[src/rtl/axi_ni_response_dispatcher_pkg.sv]
// Shared NI constants, dispatcher FSM encodings and the packet-to-AXI response mapping.
package axi_ni_response_dispatcher_pkg;

  localparam int PACKETTRANSIDWD  = 4;
  localparam int PACKETRESPONSEWD = 2;

  typedef logic [PACKETRESPONSEWD-1:0] pkt_resp_t;
  typedef logic [1:0]                  axi_resp_t;

  localparam pkt_resp_t PKT_RESP_DVA    = 2'd0;
  localparam pkt_resp_t PKT_RESP_FAIL   = 2'd1;
  localparam pkt_resp_t PKT_RESP_ERR    = 2'd2;
  localparam pkt_resp_t PKT_RESP_DECERR = 2'd3;

  localparam axi_resp_t AXI_RESP_OKAY   = 2'b00;
  localparam axi_resp_t AXI_RESP_EXOKAY = 2'b01;
  localparam axi_resp_t AXI_RESP_SLVERR = 2'b10;

  localparam logic [1:0] ST_IDLE   = 2'd0;
  localparam logic [1:0] ST_RBURST = 2'd1;
  localparam logic [1:0] ST_WRESP  = 2'd2;

  // A failed exclusive access is reported as plain OKAY, which is how AXI signals exclusive failure.
  function automatic axi_resp_t map_response(input pkt_resp_t resp, input logic locked);
    case (resp)
      PKT_RESP_DVA:  return locked ? AXI_RESP_EXOKAY : AXI_RESP_OKAY;
      PKT_RESP_FAIL: return AXI_RESP_OKAY;
      default:       return AXI_RESP_SLVERR;
    endcase
  endfunction

endpackage

[src/rtl/axi_ni_response_dispatcher_if.sv]
// Depacketizer-side header/data handshake plus the AXI R and B channels of the dispatcher.
interface axi_ni_response_dispatcher_if #(
  parameter int AXIRDATAWD = 32,
  parameter int BURSTLENWD = 8
) ();
  import axi_ni_response_dispatcher_pkg::*;

  logic                        hdr_valid;
  logic                        hdr_ready;
  logic                        hdr_is_read;
  logic [PACKETTRANSIDWD-1:0]  hdr_id;
  logic [PACKETRESPONSEWD-1:0] hdr_response;
  logic                        hdr_locked;
  logic [BURSTLENWD-1:0]       hdr_len;
  logic                        data_valid;
  logic [AXIRDATAWD-1:0]       data_in;
  logic                        data_pop;

  logic [PACKETTRANSIDWD-1:0]  RID;
  logic [AXIRDATAWD-1:0]       RDATA;
  logic [1:0]                  RRESP;
  logic                        RVALID;
  logic                        RLAST;
  logic                        RREADY;

  logic [PACKETTRANSIDWD-1:0]  BID;
  logic [1:0]                  BRESP;
  logic                        BVALID;
  logic                        BREADY;

  modport master (
    input  hdr_valid, hdr_is_read, hdr_id, hdr_response, hdr_locked, hdr_len,
    input  data_valid, data_in, RREADY, BREADY,
    output hdr_ready, data_pop, RID, RDATA, RRESP, RVALID, RLAST, BID, BRESP, BVALID
  );

  modport slave (
    output hdr_valid, hdr_is_read, hdr_id, hdr_response, hdr_locked, hdr_len,
    output data_valid, data_in, RREADY, BREADY,
    input  hdr_ready, data_pop, RID, RDATA, RRESP, RVALID, RLAST, BID, BRESP, BVALID
  );

endinterface

[src/rtl/axi_ni_response_pinout_mask.sv]
// Formats the AXI R/B outputs: the selected channel is driven, everything else is forced to zero.
module axi_ni_response_pinout_mask
  import axi_ni_response_dispatcher_pkg::*;
#(
  parameter int FLIT_WIDTH = 32,
  parameter int AXIRDATAWD = 32
) (
  input  logic                       i_mask_response,
  input  logic                       i_packet_type_is_read,
  input  logic [PACKETTRANSIDWD-1:0] i_id,
  input  axi_resp_t                  i_resp,
  input  logic [AXIRDATAWD-1:0]      i_data,
  input  logic                       i_last,
  output logic [PACKETTRANSIDWD-1:0] o_rid,
  output logic [AXIRDATAWD-1:0]      o_rdata,
  output logic [1:0]                 o_rresp,
  output logic                       o_rvalid,
  output logic                       o_rlast,
  output logic [PACKETTRANSIDWD-1:0] o_bid,
  output logic [1:0]                 o_bresp,
  output logic                       o_bvalid
);

  localparam int BEAT_FLITS = (AXIRDATAWD + FLIT_WIDTH - 1) / FLIT_WIDTH;

  logic w_r_sel;
  logic w_b_sel;

  assign w_r_sel = !i_mask_response && i_packet_type_is_read;
  assign w_b_sel = !i_mask_response && !i_packet_type_is_read;

  assign o_rvalid = w_r_sel;
  assign o_rlast  = w_r_sel && i_last;
  assign o_rid    = w_r_sel ? i_id : '0;
  assign o_rresp  = w_r_sel ? i_resp : '0;

  assign o_bvalid = w_b_sel;
  assign o_bid    = w_b_sel ? i_id : '0;
  assign o_bresp  = w_b_sel ? i_resp : '0;

  // Read data is gated per flit lane; the top lane may be narrower than a flit.
  genvar gi;
  generate
    for (gi = 0; gi < BEAT_FLITS; gi++) begin : g_lane
      localparam int LO = gi * FLIT_WIDTH;
      localparam int HI = (LO + FLIT_WIDTH > AXIRDATAWD) ? AXIRDATAWD - 1 : LO + FLIT_WIDTH - 1;
      assign o_rdata[HI:LO] = w_r_sel ? i_data[HI:LO] : '0;
    end
  endgenerate

endmodule

[src/rtl/axi_ni_response_dispatcher.sv]
// Turns decoded NoC response headers and read beats into AXI R bursts and B responses.
module axi_ni_response_dispatcher
  import axi_ni_response_dispatcher_pkg::*;
#(
  parameter int FLIT_WIDTH = 32,
  parameter int AXIRDATAWD = 32,
  parameter int BURSTLENWD = 8
) (
  input  logic                          clock,
  input  logic                          reset_n,
  axi_ni_response_dispatcher_if.master  bus
);

  logic [1:0]                  r_state;
  logic [1:0]                  w_state_next;
  logic [PACKETTRANSIDWD-1:0]  r_id;
  logic [PACKETRESPONSEWD-1:0] r_response;
  logic                        r_locked;
  logic [BURSTLENWD-1:0]       r_beat_cnt;

  logic w_r_hs;
  logic w_b_hs;
  logic w_last_beat;
  logic w_capture;
  logic w_mask;

  assign w_r_hs      = bus.RVALID && bus.RREADY;
  assign w_b_hs      = bus.BVALID && bus.BREADY;
  assign w_last_beat = (r_beat_cnt == '0);

  // Ready also in the closing handshake cycle so consecutive responses have no bubble.
  assign bus.hdr_ready = (r_state == ST_IDLE) || (w_r_hs && w_last_beat) || w_b_hs;
  assign w_capture     = bus.hdr_valid && bus.hdr_ready;
  assign bus.data_pop  = w_r_hs;

  assign w_mask = !((r_state == ST_RBURST) && bus.data_valid) && (r_state != ST_WRESP);

  always_comb begin
    w_state_next = r_state;
    if (w_capture) begin
      w_state_next = bus.hdr_is_read ? ST_RBURST : ST_WRESP;
    end else if ((w_r_hs && w_last_beat) || w_b_hs) begin
      w_state_next = ST_IDLE;
    end
  end

  always_ff @(posedge clock or negedge reset_n) begin
    if (!reset_n) begin
      r_state    <= ST_IDLE;
      r_id       <= '0;
      r_response <= '0;
      r_locked   <= 1'b0;
      r_beat_cnt <= '0;
    end else begin
      r_state <= w_state_next;
      if (w_capture) begin
        r_id       <= bus.hdr_id;
        r_response <= bus.hdr_response;
        r_locked   <= bus.hdr_locked;
        r_beat_cnt <= bus.hdr_is_read ? bus.hdr_len : '0;
      end else if (w_r_hs && !w_last_beat) begin
        r_beat_cnt <= r_beat_cnt - 1'b1;
      end
    end
  end

  axi_ni_response_pinout_mask #(
    .FLIT_WIDTH (FLIT_WIDTH),
    .AXIRDATAWD (AXIRDATAWD)
  ) u_pinout (
    .i_mask_response       (w_mask),
    .i_packet_type_is_read (r_state == ST_RBURST),
    .i_id                  (r_id),
    .i_resp                (map_response(r_response, r_locked)),
    .i_data                (bus.data_in),
    .i_last                (w_last_beat),
    .o_rid                 (bus.RID),
    .o_rdata               (bus.RDATA),
    .o_rresp               (bus.RRESP),
    .o_rvalid              (bus.RVALID),
    .o_rlast               (bus.RLAST),
    .o_bid                 (bus.BID),
    .o_bresp               (bus.BRESP),
    .o_bvalid              (bus.BVALID)
  );

endmodule

[src/flat_wrapper.sv]
// flat-port wrapper written by rule: the top's interface ports become plain ports
module axi_ni_response_dispatcher_flat import axi_ni_response_dispatcher_pkg::*;
#(
  parameter int FLIT_WIDTH = 32,
  parameter int AXIRDATAWD = 32,
  parameter int BURSTLENWD = 8
)
  (clock, reset_n, bus_hdr_valid, bus_hdr_is_read, bus_hdr_id, bus_hdr_response, bus_hdr_locked, bus_hdr_len, bus_data_valid, bus_data_in, bus_RREADY, bus_BREADY, bus_hdr_ready, bus_data_pop, bus_RID, bus_RDATA, bus_RRESP, bus_RVALID, bus_RLAST, bus_BID, bus_BRESP, bus_BVALID);
  axi_ni_response_dispatcher_if #(.AXIRDATAWD(AXIRDATAWD), .BURSTLENWD(BURSTLENWD)) bus_i ();
  input  logic clock;
  input  logic reset_n;
  input wire logic [$bits(bus_i.hdr_valid)-1:0] bus_hdr_valid;
  input wire logic [$bits(bus_i.hdr_is_read)-1:0] bus_hdr_is_read;
  input wire logic [$bits(bus_i.hdr_id)-1:0] bus_hdr_id;
  input wire logic [$bits(bus_i.hdr_response)-1:0] bus_hdr_response;
  input wire logic [$bits(bus_i.hdr_locked)-1:0] bus_hdr_locked;
  input wire logic [$bits(bus_i.hdr_len)-1:0] bus_hdr_len;
  input wire logic [$bits(bus_i.data_valid)-1:0] bus_data_valid;
  input wire logic [$bits(bus_i.data_in)-1:0] bus_data_in;
  input wire logic [$bits(bus_i.RREADY)-1:0] bus_RREADY;
  input wire logic [$bits(bus_i.BREADY)-1:0] bus_BREADY;
  output wire logic [$bits(bus_i.hdr_ready)-1:0] bus_hdr_ready;
  output wire logic [$bits(bus_i.data_pop)-1:0] bus_data_pop;
  output wire logic [$bits(bus_i.RID)-1:0] bus_RID;
  output wire logic [$bits(bus_i.RDATA)-1:0] bus_RDATA;
  output wire logic [$bits(bus_i.RRESP)-1:0] bus_RRESP;
  output wire logic [$bits(bus_i.RVALID)-1:0] bus_RVALID;
  output wire logic [$bits(bus_i.RLAST)-1:0] bus_RLAST;
  output wire logic [$bits(bus_i.BID)-1:0] bus_BID;
  output wire logic [$bits(bus_i.BRESP)-1:0] bus_BRESP;
  output wire logic [$bits(bus_i.BVALID)-1:0] bus_BVALID;
  assign bus_i.hdr_valid = bus_hdr_valid;
  assign bus_i.hdr_is_read = bus_hdr_is_read;
  assign bus_i.hdr_id = bus_hdr_id;
  assign bus_i.hdr_response = bus_hdr_response;
  assign bus_i.hdr_locked = bus_hdr_locked;
  assign bus_i.hdr_len = bus_hdr_len;
  assign bus_i.data_valid = bus_data_valid;
  assign bus_i.data_in = bus_data_in;
  assign bus_i.RREADY = bus_RREADY;
  assign bus_i.BREADY = bus_BREADY;
  assign bus_hdr_ready = bus_i.hdr_ready;
  assign bus_data_pop = bus_i.data_pop;
  assign bus_RID = bus_i.RID;
  assign bus_RDATA = bus_i.RDATA;
  assign bus_RRESP = bus_i.RRESP;
  assign bus_RVALID = bus_i.RVALID;
  assign bus_RLAST = bus_i.RLAST;
  assign bus_BID = bus_i.BID;
  assign bus_BRESP = bus_i.BRESP;
  assign bus_BVALID = bus_i.BVALID;
  axi_ni_response_dispatcher #(.FLIT_WIDTH(FLIT_WIDTH), .AXIRDATAWD(AXIRDATAWD), .BURSTLENWD(BURSTLENWD)) u_core (.clock(clock), .reset_n(reset_n), .bus(bus_i));
endmodule
[config.mk]
export PLATFORM = sky130hd
export DESIGN_NAME = axi_ni_response_dispatcher_flat
export DESIGN_NICKNAME = d
export VERILOG_FILES = /design/src/rtl/axi_ni_response_dispatcher_pkg.sv /design/src/rtl/axi_ni_response_dispatcher_if.sv /design/src/rtl/axi_ni_response_pinout_mask.sv /design/src/rtl/axi_ni_response_dispatcher.sv /design/src/flat_wrapper.sv
export SDC_FILE = /design/constraint.sdc
export NUM_CORES = 1
export LEC_CHECK = 0
export BUFFER_PORTS_ARGS = -buffer_cell sky130_fd_sc_hd__buf_2
export CAP_MARGIN = 10
export CORE_AREA = 4 4 66 68
export DETAILED_ROUTE_END_ITERATION = 10
export DIE_AREA = 0 0 70 72
export PLACE_DENSITY = 0.74
export SYNTH_ARGS = -nofsm -noshare
export SYNTH_HDL_FRONTEND = slang
export SYNTH_SLANG_ARGS = --single-unit
[constraint.sdc]
create_clock -name clock -period 2 [get_ports clock]
set_clock_uncertainty 0.15 [all_clocks]
set_input_delay 0.1 -clock clock [delete_from_list [all_inputs] [get_ports clock]]
set_output_delay 0.1 -clock clock [all_outputs]
set_load 0.05 [all_outputs]
; ---- Word-level counts from Yosys, hierarchy flattened
; Index checks and enable logic that the tools add are counted.
[totals]
input_bits = 54
wordCells = 44
output_inout_bits = 49
reg_bits = 17
[classes]
n_reduce_logical = 22
mux = 13
n_eq_ne = 3
n_addsub = 1
[op_table]
columns = operator, n
row1 = 32-bit 2-to-1 mux, 1
row2 = 8-bit 2-to-1 mux, 3
row3 = 1-bit logical AND, 10
row4 = 2-bit 2-to-1 mux, 5
row5 = 8-bit logical NOT, 1
row6 = 4-bit 2-to-1 mux, 2
row7 = 8-bit by 1-bit subtractor with 8-bit output (second input constant), 1
row8 = 2-bit by 1-bit equality test with 1-bit output (second input constant), 2
row9 = 1-bit logical NOT, 4
row10 = 2-bit logical NOT, 2
row11 = 2-bit case mux with 2 select lines, 1
row12 = 2-bit nonzero test, 2
row13 = 1-bit logical OR, 3
row14 = 2-bit inequality test (second input constant), 1
row15 = 1-bit 2-to-1 mux, 1

; ---- Logic depth before layout (Yosys ltp)
; Gate-level depths: netlist of the first run.
[logic_depth]
depth_word = 12
mapped_depth = 8
mapped_depth_nobuf = 7

; ---- Modules after synthesis
; Synthesis of the first run repeated with hierarchy kept, for this count alone.
[unflattened]
cells_unflattened = 142
area_unflattened_um2 = 1481.4
[modules_own_cells]
columns = module, instances, area_each_um2, seq_area_each_um2, cells_each
row1 = axi_ni_response_dispatcher, 1, 960.9, 425.4, 85
row2 = axi_ni_response_pinout_mask, 1, 520.5, 0.0, 57

; ---- Worst setup path before layout of the first run
; Ideal clock, no wire load.
[synth_path]
path_kind = register to register
from = register u_core.r_beat_cnt[0]
to = register u_core.r_beat_cnt[2]
path_buffers = 0
path_slack_ns = -0.593
setup_ns = 0.124
period_less_slack_ns = 2.593
t_required_ns = 1.726
path_stages_with_launch = 8
arrival_time_ns = 2.320
path_cell_list = dfrtp_1 > inv_1 > ha_1 > nor4b_4 > nand2_1 > o21bai_1 > a21oi_1 > o31a_1
[synth_between]
elab_chain_cells = 6
elab_cells_between_ends = 11
classes_between = add/sub (1) / mux (2) / reduce/logical (8)
[synth_rtl]
columns = item, line
row1 = from (decl), axi_ni_response_dispatcher.sv:19  ; logic [BURSTLENWD-1:0] r_beat_cnt;
row2 = from (signal assigned), axi_ni_response_dispatcher.sv:60  ; r_beat_cnt <= bus.hdr_is_read ? bus.hdr_len : '0;
row3 = from (signal assigned), axi_ni_response_dispatcher.sv:62  ; r_beat_cnt <= r_beat_cnt - 1'b1;
row4 = 8-bit logical NOT (*), axi_ni_response_dispatcher.sv:29  ; assign w_last_beat = (r_beat_cnt == '0);
row5 = 1-bit logical AND (*), axi_ni_response_dispatcher.sv:32  ; assign bus.hdr_ready = (r_state == ST_IDLE) || (w_r_hs && w_last_beat) || w_b_hs;
row6 = 1-bit logical OR (*) (2 in series), axi_ni_response_dispatcher.sv:32
row7 = via bus_hdr_ready, flat_wrapper.sv:22  ; output wire logic [$bits(bus_i.hdr_ready)-1:0] bus_hdr_ready;
row8 = 1-bit logical AND (*), axi_ni_response_dispatcher.sv:33  ; assign w_capture = bus.hdr_valid && bus.hdr_ready;
row9 = 8-bit 2-to-1 mux or 2-bit nonzero test (tied branches), --
; The timed path passes the listed nets; every way through them passes the cells marked *. The select of a mux whose other input is x is not followed.
; A chain may end at the register's enable or synchronous reset.

; ---- Worst setup path in the final report of the first run
[layout_path]
from = register u_core.r_beat_cnt[0]
to = register u_core.r_beat_cnt[5]
[layout_between]
elab_chain_cells = 6
elab_cells_between_ends = 11
classes_between = add/sub (1) / mux (2) / reduce/logical (8)
[layout_rtl]
columns = item
row1 = "parallel branches: the longest is 6 deep, another holds 8-bit by 1-bit subtractor with 8-bit output"
; Several ways; the timed one is not identified. The select of a mux whose other input is x is not followed.

==> impl_metrics.env, run 1 <==
export IMPL_via_count=1510
export IMPL_drtIter0Drc=60
export IMPL_crit_start="u_core.r_beat_cnt[0]$_DFFE_PN0P_"
export IMPL_ys_ff_latch=17
export IMPL_drive_gt1_share_pct=52.5
export IMPL_pin_count=103
export IMPL_worstPathArrival_ns=2.00
export IMPL_initial_core_util_pct=33.6
export IMPL_cp_start_kind="flip-flop"
export IMPL_syn_num_nets=201
export IMPL_wl_um=4230
export IMPL_die_w_um=70
export IMPL_fp_row_count=23
export IMPL_worstSetupEndpointType="flip-flop"
export IMPL_grt_max_degree=39
export IMPL_cp_required_ns=2.00
export IMPL_die_area_um2=5040
export IMPL_clk_pin_slew_ns=0.07
export IMPL_ys_seq_area_share_pct=32.9
export IMPL_portBuffers=102
export IMPL_yosys_area_top_type="dfrtp_1"
export IMPL_synth_cell_types=38
export IMPL_fmax_mhz=498
export IMPL_layout_nets=332
export IMPL_yosysWarnings=0
export IMPL_slew_headroom_pct=72.3
export IMPL_cts_root_buf="clkbuf_8"
export IMPL_p_per_area_nw_per_um2=1190
export IMPL_yosysMostFrequentCell="and2_1"
export IMPL_hold_viol=0
export IMPL_antenna_cells=0
export IMPL_ys_async_sr_fraction_pct=100
export IMPL_core_area_um2=3860
export IMPL_hold_slack_ns=0.000372
export IMPL_p_leak_nw=1.22
export IMPL_antenna_found_initial=0
export IMPL_cts_tree="built"
export IMPL_routedWlPerCell_um=13.0
export IMPL_synth_ff_type="dfrtp_1"
export IMPL_fin_ws_ns=-0.00807
export IMPL_post_dp_cell_area_um2=1940
export IMPL_first_pass_iters=4
export IMPL_design_area_um2=2220
export IMPL_hold_path_class="input pin to flip-flop"
export IMPL_ff_latch_area_um2=425
export IMPL_cts_made_buffers=3
export IMPL_syn_inst=146
export IMPL_gp_congestion=0.843
export IMPL_reg2reg_from="u_core.r_beat_cnt[0]$_DFFE_PN0P_"
export IMPL_grt_pass1_wl_um=6380
export IMPL_hpwlAfterDp_um=3120
export IMPL_ant_nets=0
export IMPL_fin_crit_ns=2.01
export IMPL_final_setup_viol_count=1
export IMPL_clk_latency_ns=0.26
export IMPL_drv_slew=0
export IMPL_holdCritStartpoint="bus_hdr_is_read"
export IMPL_htree_levels=1
export IMPL_clock_sinks=17
export IMPL_cp_max_fo=4
export IMPL_pre_cts_ws_ns=-0.00323
export IMPL_syn_cell_area_um2=1290
export IMPL_grt_overflow=0
export IMPL_crit_type="flip-flop to flip-flop"
export IMPL_max_cap_viol_count=0
export IMPL_syn_mean_instance_area_um2=8.87
export IMPL_syn_to_final_growth_pct=71.4
export IMPL_power_mw=2.65
export IMPL_worst_slew_pin_slew_ns=0.415
export IMPL_grtUsageTotal_pct=15.1
export IMPL_viasPerCell=4.63
export IMPL_fill_cells=347
export IMPL_synth_edf_count=0
export IMPL_status="finished, violations left"
export IMPL_vdd_ir_drop_max_v=0.000666
export IMPL_multi_input_area_um2=871
export IMPL_violations="setup timing"
export IMPL_finalCritPeriodShare_pct=100
export IMPL_synth_top_area_share_pct=32.9
export IMPL_die_y_um=72
export IMPL_rsz0062_at_grt="true"
export IMPL_drc=0
export IMPL_synth_common_cells="42 x and2_1, 17 x dfrtp_1, 10 x nand2_1, 7 x mux2_2, 7 x nand3_1"
export IMPL_grt_pass1_vias=1427
export IMPL_yosys_top_cells_area="dfrtp_1 33%, and2_1 20%, mux2_2 6.1%, nand2_1 2.9%, nand3_1 2.7%"
export IMPL_clockBufferDepth=2
[power by group]
part | leakage, nW | switching, mW | total (mW) | internal (mW)
registers | 0.193 | 0.155 | 0.657 | 0.502
clock network | 0.0255 | 0.129 | 0.267 | 0.139
logic | 1.00 | 1.08 | 1.72 | 0.637
[state kept, by name, indices dropped and copies added (netlist names)]
| name | cells |
|---|---|
| u_core.r_beat_cnt | 8 |
| u_core.r_id | 4 |
| u_core.r_locked | 1 |
| u_core.r_response | 2 |
| u_core.r_state | 2 |
[through the flow]
step	cells	util, %	setup TNS (ns)
4_1_cts	319	55.4	0
5_1_grt	326	57.6	-1.20
3_5_place_dp	301	50.3	-0.00323
2_1_floorplan	146	-	-0.255
3_3_place_gp	301	50.3	0
6_report	326	57.6	-0.00807
[timing repair]
| item | 4_1_cts | 5_1_grt |
|---|---|---|
| endpoints found under the hold margin | 29 | 0 |
| buffers inserted | 1 | 6 |
| setup endpoints to repair | 3 | 52 |
| hold buffers | 13 | 0 |
| cloned | 0 | 1 |
| gates resized for setup | 5 | 9 |
| pin swaps | 1 | 4 |
[routing by layer]
layer	track usage, %	vias up	share of wire, %
li1	-	778	-
met2	27.6	68	52
met4	3.83	0	0.90
met3	2.49	5	7.7
met1	18.5	659	40
met5	0	-	0
[path summary, 6_finish.rpt]
path                                                    end  slack, ns  depth (start not counted)
hold reg to reg                  u_core.r_id[0]$_DFFE_PN0P_       0.37                          1
min in group asynchronous  u_core.r_beat_cnt[7]$_DFFE_PN0P_       0.15                          2
max in group asynchronous  u_core.r_beat_cnt[6]$_DFFE_PN0P_       1.26                          2
hold / removal                u_core.r_state[0]$_DFFE_PN0P_     0.0004                          3
setup reg to reg           u_core.r_beat_cnt[5]$_DFFE_PN0P_     -0.008                          7
setup / recovery           u_core.r_beat_cnt[5]$_DFFE_PN0P_     -0.008                          7
[cell families after synthesis]
| logic type | share of synthesized area [%] |
|---|---|
| mux | 6.86 |
| buf+inv | 5.60 |
| simple gates | 38.4 |
| fa+ha+maj | 0.966 |
| flops | 32.9 |
| compound gates | 15.4 |
[cell type report]
class                      instances  area share, %
clock buffer                       3           1.86
clock inverter                     1          0.225
inverter                           7           1.30
multi-input combinational        117           39.2
sequential                        17           19.2
tap                               50           2.82
timing repair buffer             131           35.4
[worst max-delay path, cell delays in order (launching register included)]
cell	delay [ns]
dfrtp_1	0.39
inv_2	0.09
ha_4	0.15
nor4b_4	0.31
a21oi_1	0.22
o22a_1	0.28
o21a_1	0.12
o22a_1	0.19
[cell usage in the layout, fill, tap and decap left out, drive strengths merged, types with 2 or more instances in the layout]
master	synthesis	routed
buf	2	118
a22oi	2	2
o21ai	3	3
dfrtp	17	17
o211ai	2	2
and3	4	4
a32oi	2	2
a211oi	2	2
mux2	7	7
nand4	2	2
a21oi	5	5
nor2	5	5
inv	7	7
and2	42	42
o21a	3	3
nand3	7	7
nand2	11	12
nor4b	2	2
clkbuf	4	3
o22a	2	2
nor3	4	4
dlygate4sd3	0	13
Note: power is estimated with default switching activity, not from simulation.
==> run 2: changes to the inputs <==
--- a/config.mk
+++ b/config.mk
@@ -8,9 +8,10 @@
 export BUFFER_PORTS_ARGS = -buffer_cell sky130_fd_sc_hd__buf_2
 export CAP_MARGIN = 10
-export CORE_AREA = 4 4 66 68
+export CORE_AREA = 4 4 69 71
 export DETAILED_ROUTE_END_ITERATION = 10
-export DIE_AREA = 0 0 70 72
+export DIE_AREA = 0 0 73 75
 export PLACE_DENSITY = 0.74
 export SYNTH_ARGS = -nofsm -noshare
 export SYNTH_HDL_FRONTEND = slang
+export SYNTH_HIERARCHICAL = 1
 export SYNTH_SLANG_ARGS = --single-unit
--- a/constraint.sdc
+++ b/constraint.sdc
@@ -3,3 +3,3 @@
 set_input_delay 0.1 -clock clock [delete_from_list [all_inputs] [get_ports clock]]
 set_output_delay 0.1 -clock clock [all_outputs]
-set_load 0.05 [all_outputs]
+set_load 0.02 [all_outputs]
==> run 2 against run 1 <==
Net effect: largest cell class unchanged; via count grew 9.1%; the run still ends with setup timing left; worst hold slack gained 0.023 ns; clock power fell by 1%; global-route usage rose by 1.8 points; critical path type unchanged; sequential share of layout area fell by 2.7 points; largest power group unchanged; setup slack got worse by 0.12 ns; synthesized cell count decreased by 2.7%; sequential power shrank 3.3%.
==> impl_metrics.env, run 2 <==
export IMPL_synth_cell_types=36
export IMPL_antenna_found_initial=0
export IMPL_yosys_area_top_type="dfrtp_1"
export IMPL_htree_levels=1
export IMPL_clock_sinks=17
export IMPL_via_count=1648
export IMPL_vdd_ir_drop_max_v=0.000775
export IMPL_worst_slew_pin_slew_ns=0.422
export IMPL_syn_num_nets=198
export IMPL_drv_slew=0
export IMPL_die_area_um2=5480
export IMPL_hold_depth=2
export IMPL_rsz0062_at_grt="true"
export IMPL_yosysMostFrequentCell="and3b_1"
export IMPL_syn_mean_instance_area_um2=10.4
export IMPL_ys_ff_latch=17
export IMPL_hpwlAfterDp_um=3730
export IMPL_final_common_cell="buf_2"
export IMPL_worstPathArrival_ns=2.12
export IMPL_die_w_um=73
export IMPL_yosysWarnings=6
export IMPL_p_leak_nw=1.54
export IMPL_core_area_um2=4230
export IMPL_viasPerCell=4.86
export IMPL_antenna_cells=0
export IMPL_cp_max_fo=5
export IMPL_first_pass_iters=4
export IMPL_crit_path_max_incr_delay_ns=0.40
export IMPL_post_dp_cell_area_um2=2150
export IMPL_final_setup_viol_count=16
export IMPL_cp_required_ns=1.99
export IMPL_grtUsageTotal_pct=16.9
export IMPL_design_area_um2=2580
export IMPL_cp_start_kind="flip-flop"
export IMPL_critPathTopFamily="simple AND/OR/NAND/NOR gates"
export IMPL_cts_root_buf="clkbuf_8"
export IMPL_final_util_pct=61.0
export IMPL_syn_to_final_growth_pct=74.3
export IMPL_reg2reg_from="u_core/r_beat_cnt[1]$_DFFE_PN0P_"
export IMPL_fill_cells=370
export IMPL_holdCritStartpoint="bus_hdr_is_read"
export IMPL_fin_crit_ns=2.12
export IMPL_fmax_mhz=471
export IMPL_sw_frac_of_total_pct=42.8
export IMPL_hold_viol=0
export IMPL_crit_buf_inv=2
export IMPL_grt_pass1_vias=1470
export IMPL_layout_nets=344
export IMPL_syn_inst=142
export IMPL_ys_async_sr_fraction_pct=100
export IMPL_clk_pin_slew_ns=0.07
export IMPL_clk_latency_ns=0.25
export IMPL_p_comb_share_pct=75.8
export IMPL_p_per_area_nw_per_um2=1440
export IMPL_status="finished, violations left"
export IMPL_worstSetupEndpointType="flip-flop"
export IMPL_cts_tree="built"
export IMPL_ant_nets=0
export IMPL_synth_common_cells="39 x and3b_1, 17 x dfrtp_1, 9 x nand2_1, 7 x buf_6, 7 x mux2i_1"
export IMPL_yosys_top_cells_area="dfrtp_1 29%, and3b_1 23%, buf_6 5.3%, nor3b_2 5.1%, mux2i_1 4.7%"
export IMPL_clock_power_share_pct=7.1
export IMPL_worstReg2RegEnd="u_core/r_response[1]$_DFFE_PN0P_"
export IMPL_drc=0
export IMPL_synth_top_area_share_pct=28.7
export IMPL_switchingPower_mw=1.59
export IMPL_crit_type="flip-flop to flip-flop"
export IMPL_syn_cell_area_um2=1480
export IMPL_gp_congestion=0.879
export IMPL_fp_row_count=24
export IMPL_worst_r2r_cell_count=7
export IMPL_ys_seq_area_share_pct=28.7
export IMPL_drtIter0Drc=55
export IMPL_grt_max_degree=45
export IMPL_portBuffers=102
export IMPL_dp_cells=306
export IMPL_grt_overflow=0
export IMPL_synth_edf_count=0
export IMPL_die_y_um=75
export IMPL_hold_slack_ns=0.0235
export IMPL_reg_top3="u_core/r_beat_cnt: 8 flops, u_core/r_id: 4 flops"
export IMPL_pin_count=103
export IMPL_r2r_slack_ns=-0.12
export IMPL_slowest_stage="dfrtp_1"
export IMPL_intPower_mw=2.12
export IMPL_hold_end="u_core/r_state[1]$_DFFE_PN0P_"
export IMPL_fin_ws_ns=-0.124
export IMPL_cts_made_buffers=3
export IMPL_clockBufferDepth=2
export IMPL_stdcell_count=339
export IMPL_finalCritPeriodShare_pct=106
export IMPL_layout_common_cells="100 x buf_2, 39 x and3b_1, 26 x buf_4"
export IMPL_crit_chain="inv_2 -> ha_4 -> or3b_4 -> o31ai_4 -> buf_6 -> nand2_8 -> mux2_4"
export IMPL_routedWlPerCell_um=14.8
export IMPL_pwr_share_seq_pct=17.1
export IMPL_synth_ff_type="dfrtp_1"
export IMPL_max_cap_viol_count=0
export IMPL_initial_core_util_pct=35.0
export IMPL_power_mw=3.71
export IMPL_hold_path_class="input pin to flip-flop"
export IMPL_drive_gt1_share_pct=59.9
export IMPL_slew_headroom_pct=71.8
export IMPL_regMostFlops="u_core/r_beat_cnt"
export IMPL_largest_reg_flops=8
export IMPL_grt_pass1_wl_um=6980
export IMPL_violations="setup timing"
export IMPL_wl_um=5010
-- run 2: changes by cell type after synthesis, sizes merged, moves of 3 or more --
cell | previous run | this run
and2 | 42 | 0
and3b | 0 | 39
buf | 2 | 11
nor3b | 0 | 8
mux2i | 1 | 7
nand3 | 7 | 1
xnor2 | 0 | 5
and3 | 4 | 0
inv | 7 | 3
o21a | 3 | 0
o21ai | 3 | 0
-- run 2: cell type report --
cell class              instances  area, µm²  area share (%)
multi-input cells             110       1030            39.8
repair buffers                153       1010            39.0
flip-flops and latches         17        425            16.5
well taps                      52       65.1            2.52
clock buffers                   3       41.3            1.60
inverters                       3       11.3           0.436
clock inverters                 1       5.00           0.194
-- run 2: repair_timing --
action	in CTS	in global routing
hold buffers	16	0
gates resized for setup	20	6
buffers inserted	4	6
endpoints found under the hold margin	32	0
gates cloned	1	2
setup endpoints to repair	55	56
pin swaps	2	2
-- run 2: kinds of logic (layout without fill, tap and decap cells) --
kind of cell | Yosys count | after routing | synth area share (%)
AOI/OAI and AO/OA | 14 | 14 | 8.11
xor gates and xnor gates | 6 | 6 | 3.55
adders and majority gates | 2 | 2 | 1.69
buffers and inverters | 16 | 160 | 8.36
and+or+nand+nor | 72 | 73 | 38.3
DFF | 17 | 17 | 28.7
muxes | 15 | 15 | 11.3
-- run 2: power groups by stage --
stage / combinational (mW) / sequential [mW] / clock, mW
6_report: 2.81 / 0.635 / 0.263
5_1_grt: 3.01 / 0.652 / 0.286
4_1_cts: 2.51 / 0.639 / 0.270
3_5_place_dp: 2.24 / 0.640 / 0
3_3_place_gp: 2.19 / 0.628 / 0
2_1_floorplan: 1.61 / 0.634 / 0
-- run 2: worst max path at each step --
stage	cells after the start	slack, ns	end	startpoint
finish	7	-0.12	u_core/r_response[1]$_DFFE_PN0P_	u_core/r_beat_cnt[1]$_DFFE_PN0P_
floorplan	9	-0.45	u_core/r_id[3]$_DFFE_PN0P_	u_core/r_state[1]$_DFFE_PN0P_
CTS	7	-0.09	u_core/r_response[1]$_DFFE_PN0P_	u_core/r_beat_cnt[1]$_DFFE_PN0P_
global route	7	-0.15	u_core/r_response[1]$_DFFE_PN0P_	u_core/r_beat_cnt[0]$_DFFE_PN0P_
detailed placement	7	-0.14	u_core/r_beat_cnt[3]$_DFFE_PN0P_	u_core/r_beat_cnt[1]$_DFFE_PN0P_
global placement	7	-0.05	u_core/r_beat_cnt[2]$_DFFE_PN0P_	u_core/r_beat_cnt[0]$_DFFE_PN0P_
-- run 2: routing by layer --
| metal | vias to the layer above | global-route usage, % | part of all wire (%) |
|---|---|---|---|
| met4 | 0 | 3.69 | 0.86 |
| met5 | - | 0 | 0 |
| met1 | 749 | 18.0 | 35 |
| met3 | 6 | 3.47 | 10 |
| li1 | 812 | - | - |
| met2 | 81 | 33.9 | 54 |
-- run 2: per-stage QoR --
stage / setup slack (ns) / TNS [ns]
3_3_place_gp: -0.0547 / -0.535
4_1_cts: -0.0897 / -0.979
3_5_place_dp: -0.138 / -1.59
5_1_grt: -0.155 / -2.21
6_report: -0.124 / -1.53
2_1_floorplan: -0.450 / -4.57
==> run 3: changes to the inputs <==
MAX_ROUTING_LAYER = met4   (was unset)
clock period = 1.7 ns   (was 2 ns; I/O delays follow)
==> run 3 against run 2 <==
Net effect: the run still ends with setup timing left; final cell count increased by 2.9%; die area unchanged; register-to-register slack worse by 0.21 ns; sequential share of layout area is 2.6 points lower; first-iteration DRC count up 3.6%; critical path depth is the same; non-clock buffer count is 11 higher; core utilization increased by 11 points; global-route usage rose by 2.2 points.
==> impl_metrics.env, run 3 (same netlist as run 2, synthesis figures left out) <==
export IMPL_die_area_um2=5480
export IMPL_hold_viol=0
export IMPL_crit_type="flip-flop to output port"
export IMPL_regMostFlops="u_core/r_beat_cnt"
export IMPL_vdd_ir_drop_max_v=0.000964
export IMPL_path_common_cell="buf_6"
export IMPL_grt_pass1_vias=1705
export IMPL_crit_chain="inv_2 -> ha_4 -> or3b_4 -> buf_6 -> nor2_4 -> and3b_2 -> buf_6"
export IMPL_tns_ns=-16.86
export IMPL_cp_required_ns=1.46
export IMPL_grt_pass1_wl_um=7870
export IMPL_cp_max_fo=2
export IMPL_slowest_stage="dfrtp_1"
export IMPL_ant_nets=0
export IMPL_fmax_mhz=483
export IMPL_worst_r2r_cell_count=8
export IMPL_antenna_found_initial=0
export IMPL_rsz0062_at_grt="true"
export IMPL_hold_depth=3
export IMPL_largest_reg_flops=8
export IMPL_grt_overflow=0
export IMPL_layout_nets=354
export IMPL_initial_core_util_pct=35.0
export IMPL_clk_pin_slew_ns=0.07
export IMPL_htree_levels=1
export IMPL_max_cap_viol_count=0
export IMPL_holdCritStartpoint="bus_BREADY"
export IMPL_finalCritPeriodShare_pct=122
export IMPL_p_leak_nw=1.65
export IMPL_crit_path_max_incr_delay_ns=0.40
export IMPL_fin_crit_ns=2.07
export IMPL_worstPathArrival_ns=1.84
export IMPL_drive_gt1_share_pct=62.6
export IMPL_dp_cells=309
export IMPL_die_y_um=75
export IMPL_wl_um=5920
export IMPL_stdcell_count=349
export IMPL_hold_end="u_core/r_state[1]$_DFFE_PN0P_"
export IMPL_clock_sinks=17
export IMPL_grtUsageTotal_pct=19.1
export IMPL_drc=0
export IMPL_worstReg2RegEnd="u_core/r_beat_cnt[0]$_DFFE_PN0P_"
export IMPL_reg_top3="u_core/r_beat_cnt: 8 flops, u_core/r_id: 4 flops"
export IMPL_die_w_um=73
export IMPL_hold_path_class="input pin to flip-flop"
export IMPL_layout_common_cells="57 x buf_6, 53 x buf_2, 38 x and3b_1"
export IMPL_cts_root_buf="clkbuf_8"
export IMPL_crit_buf_inv=3
export IMPL_cp_start_kind="flip-flop"
export IMPL_worst_slew_pin_slew_ns=0.570
export IMPL_cts_tree="built"
export IMPL_cts_made_buffers=3
export IMPL_syn_to_final_growth_pct=106
export IMPL_portBuffers=102
export IMPL_routedWlPerCell_um=17.0
export IMPL_reg2reg_from="u_core/r_state[1]$_DFFE_PN0P_"
export IMPL_antenna_cells=0
export IMPL_core_area_um2=4230
export IMPL_gp_congestion=0.849
export IMPL_p_per_area_nw_per_um2=1710
export IMPL_violations="setup timing"
export IMPL_slew_headroom_pct=61.6
export IMPL_grt_max_degree=46
export IMPL_status="finished, violations left"
export IMPL_r2r_slack_ns=-0.33
export IMPL_viasPerCell=5.04
export IMPL_drv_slew=0
export IMPL_design_area_um2=3060
export IMPL_worstSetupEndpointType="output port"
export IMPL_critPathTopFamily="simple AND/OR/NAND/NOR gates"
export IMPL_final_common_cell="buf_6"
export IMPL_final_setup_viol_count=64
export IMPL_post_dp_cell_area_um2=2180
export IMPL_fin_ws_ns=-0.370
export IMPL_pin_count=103
export IMPL_drtIter0Drc=57
export IMPL_first_pass_iters=4
export IMPL_clk_latency_ns=0.25
export IMPL_via_count=1760
export IMPL_final_util_pct=72.2
export IMPL_clockBufferDepth=2
export IMPL_hpwlAfterDp_um=3540
export IMPL_fp_row_count=24
## run 3: cell types whose count changed in the layout (fill, tap and decap cells not counted), sizes merged
| cell | before | now |
|---|---|---|
| buf | 136 | 144 |
| clkbuf | 4 | 6 |
| dlygate4sd3 | 16 | 18 |
| clkinv | 1 | 0 |
| nand2 | 11 | 10 |
## run 3: routing by layer
metal  share of wire, %  GRT usage (%)  wire length (µm)  vias to the layer above
met1                 38           20.5              2220                      834
met3                8.0           2.94               474                        6
li1                   -              -                 -                      829
met4                1.5           4.10                88                        0
met5                  0              -                 0                        -
met2                 53           36.8              3140                       91
## run 3: how the worst max path moves through the flow
stage | cells after the start | slack [ns] | to | from
after detailed placement | 7 | -0.40 | u_core/r_beat_cnt[5]$_DFFE_PN0P_ | u_core/r_beat_cnt[0]$_DFFE_PN0P_
after floorplan | 9 | -0.75 | u_core/r_id[3]$_DFFE_PN0P_ | u_core/r_state[1]$_DFFE_PN0P_
after global placement | 7 | -0.33 | u_core/r_beat_cnt[7]$_DFFE_PN0P_ | u_core/r_beat_cnt[0]$_DFFE_PN0P_
after global routing | 7 | -0.44 | bus_RLAST | u_core/r_beat_cnt[0]$_DFFE_PN0P_
after CTS | 6 | -0.37 | bus_hdr_ready | u_core/r_beat_cnt[0]$_DFFE_PN0P_
final | 7 | -0.37 | bus_RLAST | u_core/r_beat_cnt[0]$_DFFE_PN0P_
## run 3: power breakdown
part / internal [mW] / switching [mW]
clock: 0.166 / 0.139
combinational: 2.36 / 1.82
sequential: 0.603 / 0.147
total: 3.13 / 2.11
## run 3: stage by stage
step | total power [mW] | worst slack, ns | hold slack (ns)
floorplan | 2.64 | -0.750 | -0.361
global placement | 3.35 | -0.333 | -0.120
detailed placement | 3.40 | -0.402 | -0.113
CTS | 4.67 | -0.371 | 0.0570
global route | 5.53 | -0.442 | 0.0644
finish | 5.24 | -0.370 | 0.0754
## run 3: tightest hold or removal path: stages
cell and delay (ns):
buf_2 0.10, a22oi_1 0.11, o2bb2ai_2 0.14
## run 3: layout make-up
class                           count  area, µm²
Timing Repair Buffer              164       1470
Fill cell                         290       1180
Multi-Input combinational cell    109       1040
Sequential cell                    17        425
Tap cell                           52       65.1
Clock buffer                        4       45.0
Inverter                            3       13.8
## run 3: timing repair
item | CTS | global route
cloned | 3 | 4
hold buffers | 18 | 0
buffers inserted | 10 | 5
setup endpoints to repair | 64 | 66
gates resized for setup | 73 | 67
pin swaps | 5 | 5
endpoints found under the hold margin | 33 | 0
